$ cat config.mk
export PLATFORM = sky130hd
export DESIGN_NAME = life_sequencer
export DESIGN_NICKNAME = d
export VERILOG_FILES = /design/src/rtl/life_pkg.sv /design/src/rtl/tick_divider.sv /design/src/rtl/life_sequencer.sv
export SDC_FILE = /design/constraint.sdc
export NUM_CORES = 1
export LEC_CHECK = 0
export BUFFER_PORTS_ARGS = -buffer_cell sky130_fd_sc_hd__buf_2
export CORE_ASPECT_RATIO = 1.75
export CORE_MARGIN = 1.5
export CORE_UTILIZATION = 52
export DETAILED_ROUTE_END_ITERATION = 10
export PLACE_DENSITY = 0.92
export SLEW_MARGIN = 20
export SYNTH_ARGS = -nofsm -noshare
export SYNTH_HDL_FRONTEND = slang
export SYNTH_HIERARCHICAL = 1
export SYNTH_SLANG_ARGS = --single-unit
$ cat constraint.sdc
create_clock -name clk -period 3.1 [get_ports clk]
set_clock_uncertainty 0.1 [all_clocks]
set_input_delay 0.775 -clock clk [delete_from_list [all_inputs] [get_ports clk]]
set_output_delay 0.775 -clock clk [all_outputs]
set_load 0.1 [all_outputs]
$ cat src/rtl/life_pkg.sv
// Shared types for the Game-of-Life generation controller.
package life_pkg;

    localparam int GRID_W = 64;

    typedef logic [GRID_W-1:0] grid_t;

    typedef enum logic [1:0] {
        IDLE   = 2'd0,
        PAUSED = 2'd1,
        RUN    = 2'd2,
        HALT   = 2'd3
    } state_t;

endpackage

$ cat src/rtl/tick_divider.sv
// Counts enabled cycles and raises tick for the one cycle where the count
// reaches TICK_DIV-1; clr forces the count back to zero and masks tick.
module tick_divider #(
    parameter int TICK_DIV = 4
) (
    input  logic clk,
    input  logic reset,
    input  logic clr,
    input  logic en,
    output logic tick
);

    localparam int CNT_W = (TICK_DIV > 1) ? $clog2(TICK_DIV) : 1;
    localparam logic [CNT_W-1:0] LAST = CNT_W'(TICK_DIV - 1);

    logic [CNT_W-1:0] cnt;

    assign tick = en && !clr && (cnt == LAST);

    always_ff @(posedge clk or negedge reset) begin
        if (!reset) begin
            cnt <= '0;
        end else if (clr || tick) begin
            cnt <= '0;
        end else if (en) begin
            cnt <= cnt + CNT_W'(1);
        end
    end

endmodule

$ cat src/rtl/life_sequencer.sv
// Generation controller: owns the grid register, loads it, commits evolve
// results on run ticks or single steps, and halts on extinction/still/period-2.
module life_sequencer
    import life_pkg::*;
#(
    parameter int TICK_DIV = 4,
    parameter int GEN_W    = 16
) (
    input  logic             clk,
    input  logic             reset,
    input  logic [63:0]      seed,
    input  logic [63:0]      rand_grid,
    input  logic [63:0]      grid_next,
    input  logic             load_seed,
    input  logic             load_rand,
    input  logic             run,
    input  logic             step,
    output logic [63:0]      grid,
    output logic [GEN_W-1:0] gen_count,
    output logic [1:0]       state,
    output logic             evolve,
    output logic             extinct,
    output logic             stable,
    output logic             osc
);

    state_t           state_q;
    grid_t            grid_q;
    grid_t            prev_q;
    logic [GEN_W-1:0] gen_q;

    logic  load_any;
    grid_t load_src;
    logic  run_en;
    logic  tick_hit;
    logic  commit;
    logic  hit_extinct;
    logic  hit_stable;
    logic  hit_osc;

    assign load_any = load_seed | load_rand;
    assign load_src = load_seed ? seed : rand_grid;
    assign run_en   = (state_q == RUN) && run;

    // The divider only counts while RUN is sustained; any load or exit resets it.
    tick_divider #(
        .TICK_DIV (TICK_DIV)
    ) u_tick (
        .clk   (clk),
        .reset (reset),
        .clr   (load_any || !run_en),
        .en    (run_en),
        .tick  (tick_hit)
    );

    assign commit = !load_any && (((state_q == PAUSED) && step) || tick_hit);

    // Halt causes are mutually exclusive by construction: extinct > stable > osc.
    assign hit_extinct = (grid_next == '0);
    assign hit_stable  = !hit_extinct && (grid_next == grid_q);
    assign hit_osc     = !hit_extinct && !hit_stable &&
                         (grid_next == prev_q) && (prev_q != '0);

    always_ff @(posedge clk or negedge reset) begin
        if (!reset) begin
            state_q <= IDLE;
            grid_q  <= '0;
            prev_q  <= '0;
            gen_q   <= '0;
            evolve  <= 1'b0;
            extinct <= 1'b0;
            stable  <= 1'b0;
            osc     <= 1'b0;
        end else begin
            evolve <= 1'b0;
            if (load_any) begin
                state_q <= PAUSED;
                grid_q  <= load_src;
                prev_q  <= '0;
                gen_q   <= '0;
                extinct <= 1'b0;
                stable  <= 1'b0;
                osc     <= 1'b0;
            end else if (commit) begin
                grid_q  <= grid_next;
                prev_q  <= grid_q;
                gen_q   <= (gen_q == '1) ? gen_q : gen_q + GEN_W'(1);
                evolve  <= 1'b1;
                extinct <= hit_extinct;
                stable  <= hit_stable;
                osc     <= hit_osc;
                if (hit_extinct || hit_stable || hit_osc) begin
                    state_q <= HALT;
                end
            end else begin
                case (state_q)
                    PAUSED: if (run)  state_q <= RUN;
                    RUN:    if (!run) state_q <= PAUSED;
                    default: ;
                endcase
            end
        end
    end

    assign grid      = grid_q;
    assign gen_count = gen_q;
    assign state     = state_q;

endmodule

==> results of run 1 <==
==> cells by family after synthesis <==
family,count (synthesis),share of synthesized area (%)
muxes,20,2.23
AOI/OAI and AO/OA,254,14.8
adders and majority gates,4,0.556
buffers and inverters,71,3.38
and+or+nand+nor,456,23.1
DFF,152,42.3
xor gates and xnor gates,141,13.7
==> power by group through the flow <==
stage	combinational (W)	clock [W]	sequential [W]
6_report	0.00183	0.00223	0.00228
5_1_grt	0.00192	0.00230	0.00228
4_1_cts	0.00180	0.00222	0.00227
3_5_place_dp	0.00179	0	0.00230
3_3_place_gp	0.00177	0	0.00230
2_1_floorplan	0.000564	0	0.00291
==> critical path: stages (launching register included) <==
cell and delay, ns:
dfrtp_1 0.41, inv_1 0.06, ha_1 0.23, and2_1 0.19, nand2b_1 0.15, nor2b_4 0.06, and2_2 0.24, a2111oi_4 0.50
buf_4 0.35, o31ai_1 0.20, nor2_1 0.18, a211oi_2 0.07
==> Yosys cell counts, types with 2 or more instances <==
cell	instances
a21o_1	2
a21oi_1	178
a32o_1	2
and2_1	4
and3_1	3
and4_1	2
buf_1	3
buf_2	18
buf_6	2
clkbuf_1	44
dfrtp_1	152
ha_1	4
inv_1	4
mux2i_1	20
nand2_1	295
nand2b_1	2
nand3_1	4
nand4_1	23
nor2_1	40
nor2b_1	2
nor3_1	3
nor4_1	66
nor4_4	2
o21ai_1	65
xnor2_1	3
xor2_1	138
==> layout make-up <==
cell class | count | area share, %
clock buffer | 20 | 4.04
multi-input combinational | 875 | 43.4
tap | 227 | 2.51
sequential | 152 | 33.6
timing repair buffer | 310 | 14.9
inverter | 4 | 0.133
clock inverter | 12 | 1.44
==> metal layers <==
layer | share of wire (%) | wire length (µm)
met1 | 33 | 11200
met2 | 50 | 16900
met3 | 8.4 | 2850
met4 | 8.2 | 2770
met5 | 0 | 0
==> flip-flops by register name, indices dropped and copies added (netlist names) <==
register    count
osc             1
evolve          1
u_tick/cnt      2
state           2
stable          1
grid           64
prev_q         64
gen_count      16
extinct         1
==> placed cells by master, fill, tap and decap left out, types with 2 or more instances in the layout <==
cell | Yosys | final
buf_2 | 18 | 280
clkinv_2 | 0 | 2
nor2b_1 | 2 | 2
bufinv_16 | 0 | 3
ha_1 | 4 | 4
buf_4 | 0 | 25
inv_1 | 4 | 4
clkbuf_16 | 0 | 17
inv_6 | 0 | 3
a32o_1 | 2 | 2
nor4_4 | 2 | 2
nor2_1 | 40 | 40
a21oi_1 | 178 | 177
xnor2_1 | 3 | 3
nand2b_1 | 2 | 2
mux2i_1 | 20 | 20
buf_12 | 0 | 4
clkbuf_8 | 0 | 2
dfrtp_1 | 152 | 152
nor4_1 | 66 | 66
and4_1 | 2 | 2
xor2_1 | 138 | 138
nand4_1 | 23 | 23
and2_1 | 4 | 4
o21ai_1 | 65 | 65
nand3_1 | 4 | 4
nor3_1 | 3 | 3
nand2_1 | 295 | 295
and3_1 | 3 | 3
clkinv_4 | 0 | 2
==> per-stage QoR <==
step           setup WS [ns]  total power [W]  hold WS, ns  utilization [%]
6_report               0.191          0.00634        0.188             66.7
5_1_grt               0.0690          0.00650        0.219             66.7
4_1_cts                0.204          0.00629        0.202             66.7
3_5_place_dp          0.0505          0.00409        0.403             63.1
3_3_place_gp           0.165          0.00407        0.394             63.1
2_1_floorplan        0.00190          0.00348        0.370                -
==> path summary, 6_finish.rpt <==
| path | from | to | slack, ns | cells after the start |
|---|---|---|---|---|
| max in group asynchronous | reset | prev_q[38] | 2.04 | 2 |
| min reg2reg | u_tick/cnt[1] | u_tick/cnt[1] | 0.42 | 1 |
| max reg2reg | state[0] | state[0] | 0.19 | 11 |
| min | reset | grid[12] | 0.19 | 1 |
| min in group clk | u_tick/cnt[1] | u_tick/cnt[1] | 0.42 | 1 |
| max | state[0] | state[0] | 0.19 | 11 |
==> results.cfg, run 1 <==
[timing]
fin_crit_sh_pct = 93.8
maxSlewHeadroom_pct = 49.2
min_period_ns = 2.91
worstMarginPinSlew_ns = 0.755
setup_viol = 0
hold_viol_final = 0
max_freq_mhz = 344
rsz0062_at_grt = no
finalSetupTns_ns = 0
slew_violations = 0

[layout]
layout.nets = 1562
design_area_mm2 = 0.0113
stdcell_count = 1600
multi_input_area_mm2 = 0.00491
fillers = 1361
antenna_cells = 0
drive_gt1_share_pct = 25.7
area_growth_pct = 25.7
regArea_mm2 = 0.00380

[yosys]
syn-instance-count = 1098
yosys.area.top_type = dfrtp_1
ys_ff_latch = 152
syn_area_mm2 = 0.00900
synthDistinctLibCells = 43
yosysTopAreaCellShare_pct = 42.3
synthTopCellsByArea = dfrtp_1 42%, xor2_1 13%, nand2_1 12%
synth_seq_area_share_pct = 42.3
synth_fp_nets = 1300
synthFlopType = dfrtp_1
yosys_warnings = 6
async_reset_ff_share_pct = 100
synth.avg_cell_area_um2 = 8.19
synth_edf_count = 0

[pwr]
comb_power_share_pct = 28.9
p_clk_share_pct = 35.2
powerDensity_mw_per_mm2 = 561
switching_share_pct = 39.1
p_sw_w = 0.00248
peakVddDrop_v = 0.000355
p_seq_share_pct = 35.9
p_int_w = 0.00386
leakage_nw = 5.46

[global_routing]
globalRouteMet2Util_pct = 63.7
met1_usage_pct = 40.4
grtUsageTotal_pct = 37.4
top_usage_layer = met2
grt_pass1_wl_mm = 50.6
antenna_found_initial = 0
globalRouteOverflowTotal = 0
grt_start_max_net_pins = 112
met3_usage_pct = 7.70
grt_pass1_vias = 9499

[route]
drt_iter0_drc = 957
wirelength_mm = 33.7
vias_per_cell = 6.04
antenna_left = 0
routedWlPerCell_um = 21.1
vias = 9667
drc = 0
firstDrtPassIters = 6

[outcome]
outcome = completed

[clock_tree]
h-tree-depth = 4
clock_sinks = 152
cts-resized-gates = 0
clock_path_buffers = 2
clk-insertion-delay-late_ns = 0.43
hold_buffers = 0
cts_made_buffers = 17
postCtsSetupRepairBufs = 0
tritoncts = built
cts-root-buf = clkbuf_16
clk_pin_slew_ns = 0.07

[place]
gp_congestion = 1.03
post-dp-hpwl_mm = 25.0
io_buffers = 283
place_area_mm2 = 0.0107
dp_cells = 1568

[job]
drv_cap = 0

[worst_setup_path]
cp-end-kind = flop
critPathMaxFanout = 21
crit_type = flop to flop
cp-start-kind = flop
arrival_ns = 3.09
required_ns = 3.28

[worst_hold_path]
hold_path_class = input pin to asynchronous set/reset pin

[floorplan]
die_w_um = 102
ioPinCount = 284
initial_utilization_pct = 53.1
rows = 63
die_area_mm2 = 0.0181
core_mm2 = 0.0169
die_h_um = 177
(Power assumes the default switching activity.)
==> inputs of run 2 (changes only) <==
--- a/config.mk
+++ b/config.mk
@@ -6,11 +6,14 @@
 export NUM_CORES = 1
 export LEC_CHECK = 0
 export BUFFER_PORTS_ARGS = -buffer_cell sky130_fd_sc_hd__buf_2
+export CELL_PAD_IN_SITES_DETAIL_PLACEMENT = 1
+export CELL_PAD_IN_SITES_GLOBAL_PLACEMENT = 1
 export CORE_ASPECT_RATIO = 1.75
 export CORE_MARGIN = 1.5
-export CORE_UTILIZATION = 52
+export CORE_UTILIZATION = 37
 export DETAILED_ROUTE_END_ITERATION = 10
-export PLACE_DENSITY = 0.92
+export MAX_ROUTING_LAYER = met4
+export PLACE_DENSITY = 0.91
 export SLEW_MARGIN = 20
 export SYNTH_ARGS = -nofsm -noshare
 export SYNTH_HDL_FRONTEND = slang
==> results.cfg, run 2 (synthesis gave the netlist of run 1 again) <==
[global_routing]
antenna_found_initial = 2
globalRouteOverflowTotal = 0
grt_pass1_vias = 10221
grt_pass1_wl_mm = 56.7
grtUsageTotal_pct = 30.7
grt_start_max_net_pins = 112

[floorplan]
die_w_um = 121
ioPinCount = 284
rows = 75
die_area_mm2 = 0.0253
core_mm2 = 0.0239
initial_utilization_pct = 37.6
die_h_um = 209

[place]
io_buffers = 283
gp_congestion = 0.975
post-dp-hpwl_mm = 28.2

[clock_tree]
cts-resized-gates = 0
clk-insertion-delay-late_ns = 0.45
cts-root-buf = clkbuf_16
clk_pin_slew_ns = 0.07
hold_buffers = 0
clock_sinks = 152
h-tree-depth = 4
postCtsSetupRepairBufs = 0
clock_path_buffers = 2
cts_made_buffers = 17
tritoncts = built

[route]
antenna_left = 0
wirelength_mm = 37.4
drc = 0
drt_iter0_drc = 625
vias = 9458
vias_per_cell = 5.64
firstDrtPassIters = 5
routedWlPerCell_um = 22.3

[worst_setup_path]
cp-end-kind = flop
rrSetupSlack_ns = 0.30
r2r_end = gen_count[3]
critPathMaxFanout = 12
crit_type = flop to flop
r2r-start = state[0]
cp-start-kind = flop
ff2ff_path_depth = 11
arrival_ns = 3.01
required_ns = 3.32

[timing]
slew_violations = 0
maxSlewHeadroom_pct = 52.9
finalSetupTns_ns = 0
holdWs_ns = 0.244
hold_viol_final = 0
setup_viol = 0
worstMarginPinSlew_ns = 0.707
fin_crit_sh_pct = 90.2
min_period_ns = 2.80
rsz0062_at_grt = no
max_freq_mhz = 358

[job]
drv_cap = 0

[layout]
drive_gt1_share_pct = 25.3
layout.nets = 1556
area_growth_pct = 26.9
layout_common_cells = 295 x nand2_1, 280 x buf_2, 177 x a21oi_1
mostFrequentLayoutCell = nand2_1

[pwr]
p_clk_share_pct = 35.3
p_sw_w = 0.00245
comb_power_share_pct = 29.0
p_seq_share_pct = 35.7
peakVddDrop_v = 0.000378
switching_share_pct = 38.6
p_int_w = 0.00391
leakage_nw = 5.45
powerDensity_mw_per_mm2 = 557

[worst_hold_path]
hold_path_class = input pin to asynchronous set/reset pin

[outcome]
outcome = completed
## run 2: how the worst max path moves through the flow
stage                              end  startpoint  slack, ns
after floorplan               grid[63]    state[0]      0.002
after global placement    gen_count[8]   load_seed       0.16
after detailed placement  gen_count[8]   load_seed       0.04
after CTS                 gen_count[3]    state[0]       0.35
after global routing      gen_count[3]    state[0]       0.16
final                     gen_count[3]    state[0]       0.30
## run 2: stage by stage
stage	worst slack, ns	std cells	utilization, %	power (W)	instance area, µm²
global route	0.160	1676	47.7	0.00656	11400
CTS	0.349	1674	47.7	0.00638	11400
finish	0.304	1676	47.7	0.00636	11400
floorplan	0.00190	1098	-	0.00348	9000
detailed placement	0.0392	1643	45.1	0.00413	10800
global placement	0.158	1643	45.1	0.00410	10800
## run 2: layout make-up
| class | count | area, µm² |
|---|---|---|
| Clock inverter | 11 | 171 |
| Inverter | 4 | 15.0 |
| Clock buffer | 20 | 447 |
| Antenna cell | 2 | 5.00 |
| Sequential cell | 152 | 3800 |
| Tap cell | 308 | 385 |
| Timing Repair Buffer | 304 | 1690 |
| Multi-Input combinational cell | 875 | 4910 |
| Fill cell | 3023 | 12500 |
## run 2: routing by layer
layer	wire, µm	track usage, %	vias up
met5	0	-	-
met4	2650	21.0	0
met3	1590	3.89	139
met2	19700	53.1	392
met1	13400	32.1	4663
li1	-	-	4264
## run 2: power by group through the flow
stage,Combinational [W],Sequential [W],Clock (W)
floorplan,0.000564,0.00291,0
finish,0.00184,0.00227,0.00225
detailed placement,0.00183,0.00230,0
CTS,0.00185,0.00227,0.00227
global route,0.00194,0.00228,0.00233
global placement,0.00180,0.00230,0
## run 2: worst max-delay path: stages (launching register included)
cell and delay [ns]:
dfrtp_1 0.40, inv_1 0.06, ha_1 0.23, and2_1 0.20
nand2b_1 0.16, nor2b_4 0.06, and2_2 0.25, a2111oi_4 0.39
buf_4 0.26, and4b_1 0.23, xnor2_1 0.23, nor2_1 0.07
==> inputs of run 3 (changes only) <==
--- a/config.mk
+++ b/config.mk
@@ -9,8 +9,8 @@
 export CELL_PAD_IN_SITES_DETAIL_PLACEMENT = 1
 export CELL_PAD_IN_SITES_GLOBAL_PLACEMENT = 1
 export CORE_ASPECT_RATIO = 1.75
-export CORE_MARGIN = 1.5
 export CORE_UTILIZATION = 37
+export CTS_BUF_LIST = sky130_fd_sc_hd__clkbuf_4 sky130_fd_sc_hd__clkbuf_8 sky130_fd_sc_hd__clkbuf_16
 export DETAILED_ROUTE_END_ITERATION = 10
 export MAX_ROUTING_LAYER = met4
 export PLACE_DENSITY = 0.91
==> results.cfg, run 3 (synthesis gave the netlist of run 1 again) <==
[outcome]
outcome = completed

[global_routing]
grtUsageTotal_pct = 31.7
grt_pass1_wl_mm = 57.4
grt_start_max_net_pins = 112
globalRouteOverflowTotal = 0
antenna_found_initial = 0
grt_pass1_vias = 9989

[timing]
finalSetupTns_ns = 0
max_freq_mhz = 361
worstMarginPinSlew_ns = 0.867
setup_slack_ns = 0.330
fin_crit_sh_pct = 89.3
min_period_ns = 2.77
maxSlewHeadroom_pct = 42.2
hold_viol_final = 0
slew_violations = 0
setup_viol = 0
rsz0062_at_grt = no

[route]
drt_iter0_drc = 494
vias = 9445
drc = 0
firstDrtPassIters = 5
vias_per_cell = 5.62
routedWlPerCell_um = 22.2
antenna_left = 0
wirelength_mm = 37.3

[worst_setup_path]
crit_type = flop to flop
required_ns = 3.33
cp-start-kind = flop
arrival_ns = 3.00
critPathMaxFanout = 5
cp-end-kind = flop

[place]
gp_congestion = 1.01
post-dp-hpwl_mm = 28.3
place_area_mm2 = 0.0108
io_buffers = 283
dp_cells = 1649
dp_slack_ns = 0.129

[clock_tree]
clock_sinks = 152
cts-resized-gates = 0
clk_pin_slew_ns = 0.07
clock_path_buffers = 2
cts-root-buf = clkbuf_16
postCtsSetupRepairBufs = 0
hold_buffers = 0
h-tree-depth = 4
tritoncts = built
clk-insertion-delay-late_ns = 0.44
cts_made_buffers = 17

[job]
drv_cap = 0

[floorplan]
die_w_um = 120
die_h_um = 208
initial_utilization_pct = 37.6
rows = 75
ioPinCount = 284
core_mm2 = 0.0239
die_area_mm2 = 0.0250

[pwr]
p_total_w = 0.00641
leakage_nw = 5.48
peakVddDrop_v = 0.000339
powerDensity_mw_per_mm2 = 559

[layout]
drive_gt1_share_pct = 25.8
mostFrequentLayoutCell = nand2_1
layout_common_cells = 295 x nand2_1, 280 x buf_2, 177 x a21oi_1
antenna_cells = 0
stdcell_count = 1681
layout.nets = 1562
fillers = 2982
area_growth_pct = 27.5
design_area_mm2 = 0.0115

[worst_hold_path]
hold_path_class = input pin to asynchronous set/reset pin
==> run 3: cell count changes in the layout (fill, tap and decap cells not counted) <==
cell        delta
clkinv_2       -1
clkbuf_8       -1
clkinvlp_4     +1
inv_6          -2
clkinv_4       +2
clkbuf_4       +4
clkbuf_1       -2
diode_2        -2
buf_4          +6
==> run 3: stage by stage <==
step | hold WS, ns | util, %
after floorplan | 0.370 | -
after global placement | 0.391 | 45.3
after detailed placement | 0.416 | 45.3
after CTS | 0.115 | 47.9
after global routing | 0.137 | 47.9
final | 0.118 | 47.9
==> run 3: final timing paths <==
check	startpoint	endpoint	slack [ns]	cells after the start
worst max-delay path	state[0]	gen_count[10]	0.33	12
worst min-delay path	reset	grid[32]	0.12	1
worst max register to register	state[0]	gen_count[10]	0.33	12
worst min register to register	extinct	extinct	0.42	2
max in group asynchronous	reset	grid[1]	2.10	2
min in group clk	extinct	extinct	0.42	2
==> run 3: per-layer routing <==
layer	global-route usage, %	wire (µm)	vias to the layer above
li1	-	-	4286
met1	33.6	13700	4651
met2	53.5	19300	354
met3	4.47	1400	154
met4	22.8	2820	0
met5	-	0	-
==> run 3: report_power, final <==
group	switching (W)	leakage, nW	internal [W]
sequential	0.000177	1.99	0.00210
clock	0.000896	0.301	0.00138
combinational	0.00140	3.18	0.000453
==> run 3: critical path: stages, from the launching register on <==
cell and delay, ns:
dfrtp_1 0.43, inv_1 0.07, ha_1 0.24, and2_1 0.19, nand2b_1 0.15, nor2b_4 0.06, and2_2 0.24, a2111oi_4 0.44
nor2_1 0.18, buf_4 0.18, nand4_1 0.11, xor2_1 0.19, nor2_1 0.05
==> run 3: area by class of cell <==
cell class	count	area, µm²	area share, %
Clock buffer	21	455	3.97
Clock inverter	11	174	1.52
Inverter	4	15.0	0.131
Multi-Input combinational cell	875	4910	42.8
Sequential cell	152	3800	33.2
Tap cell	308	385	3.36
Timing Repair Buffer	310	1730	15.1
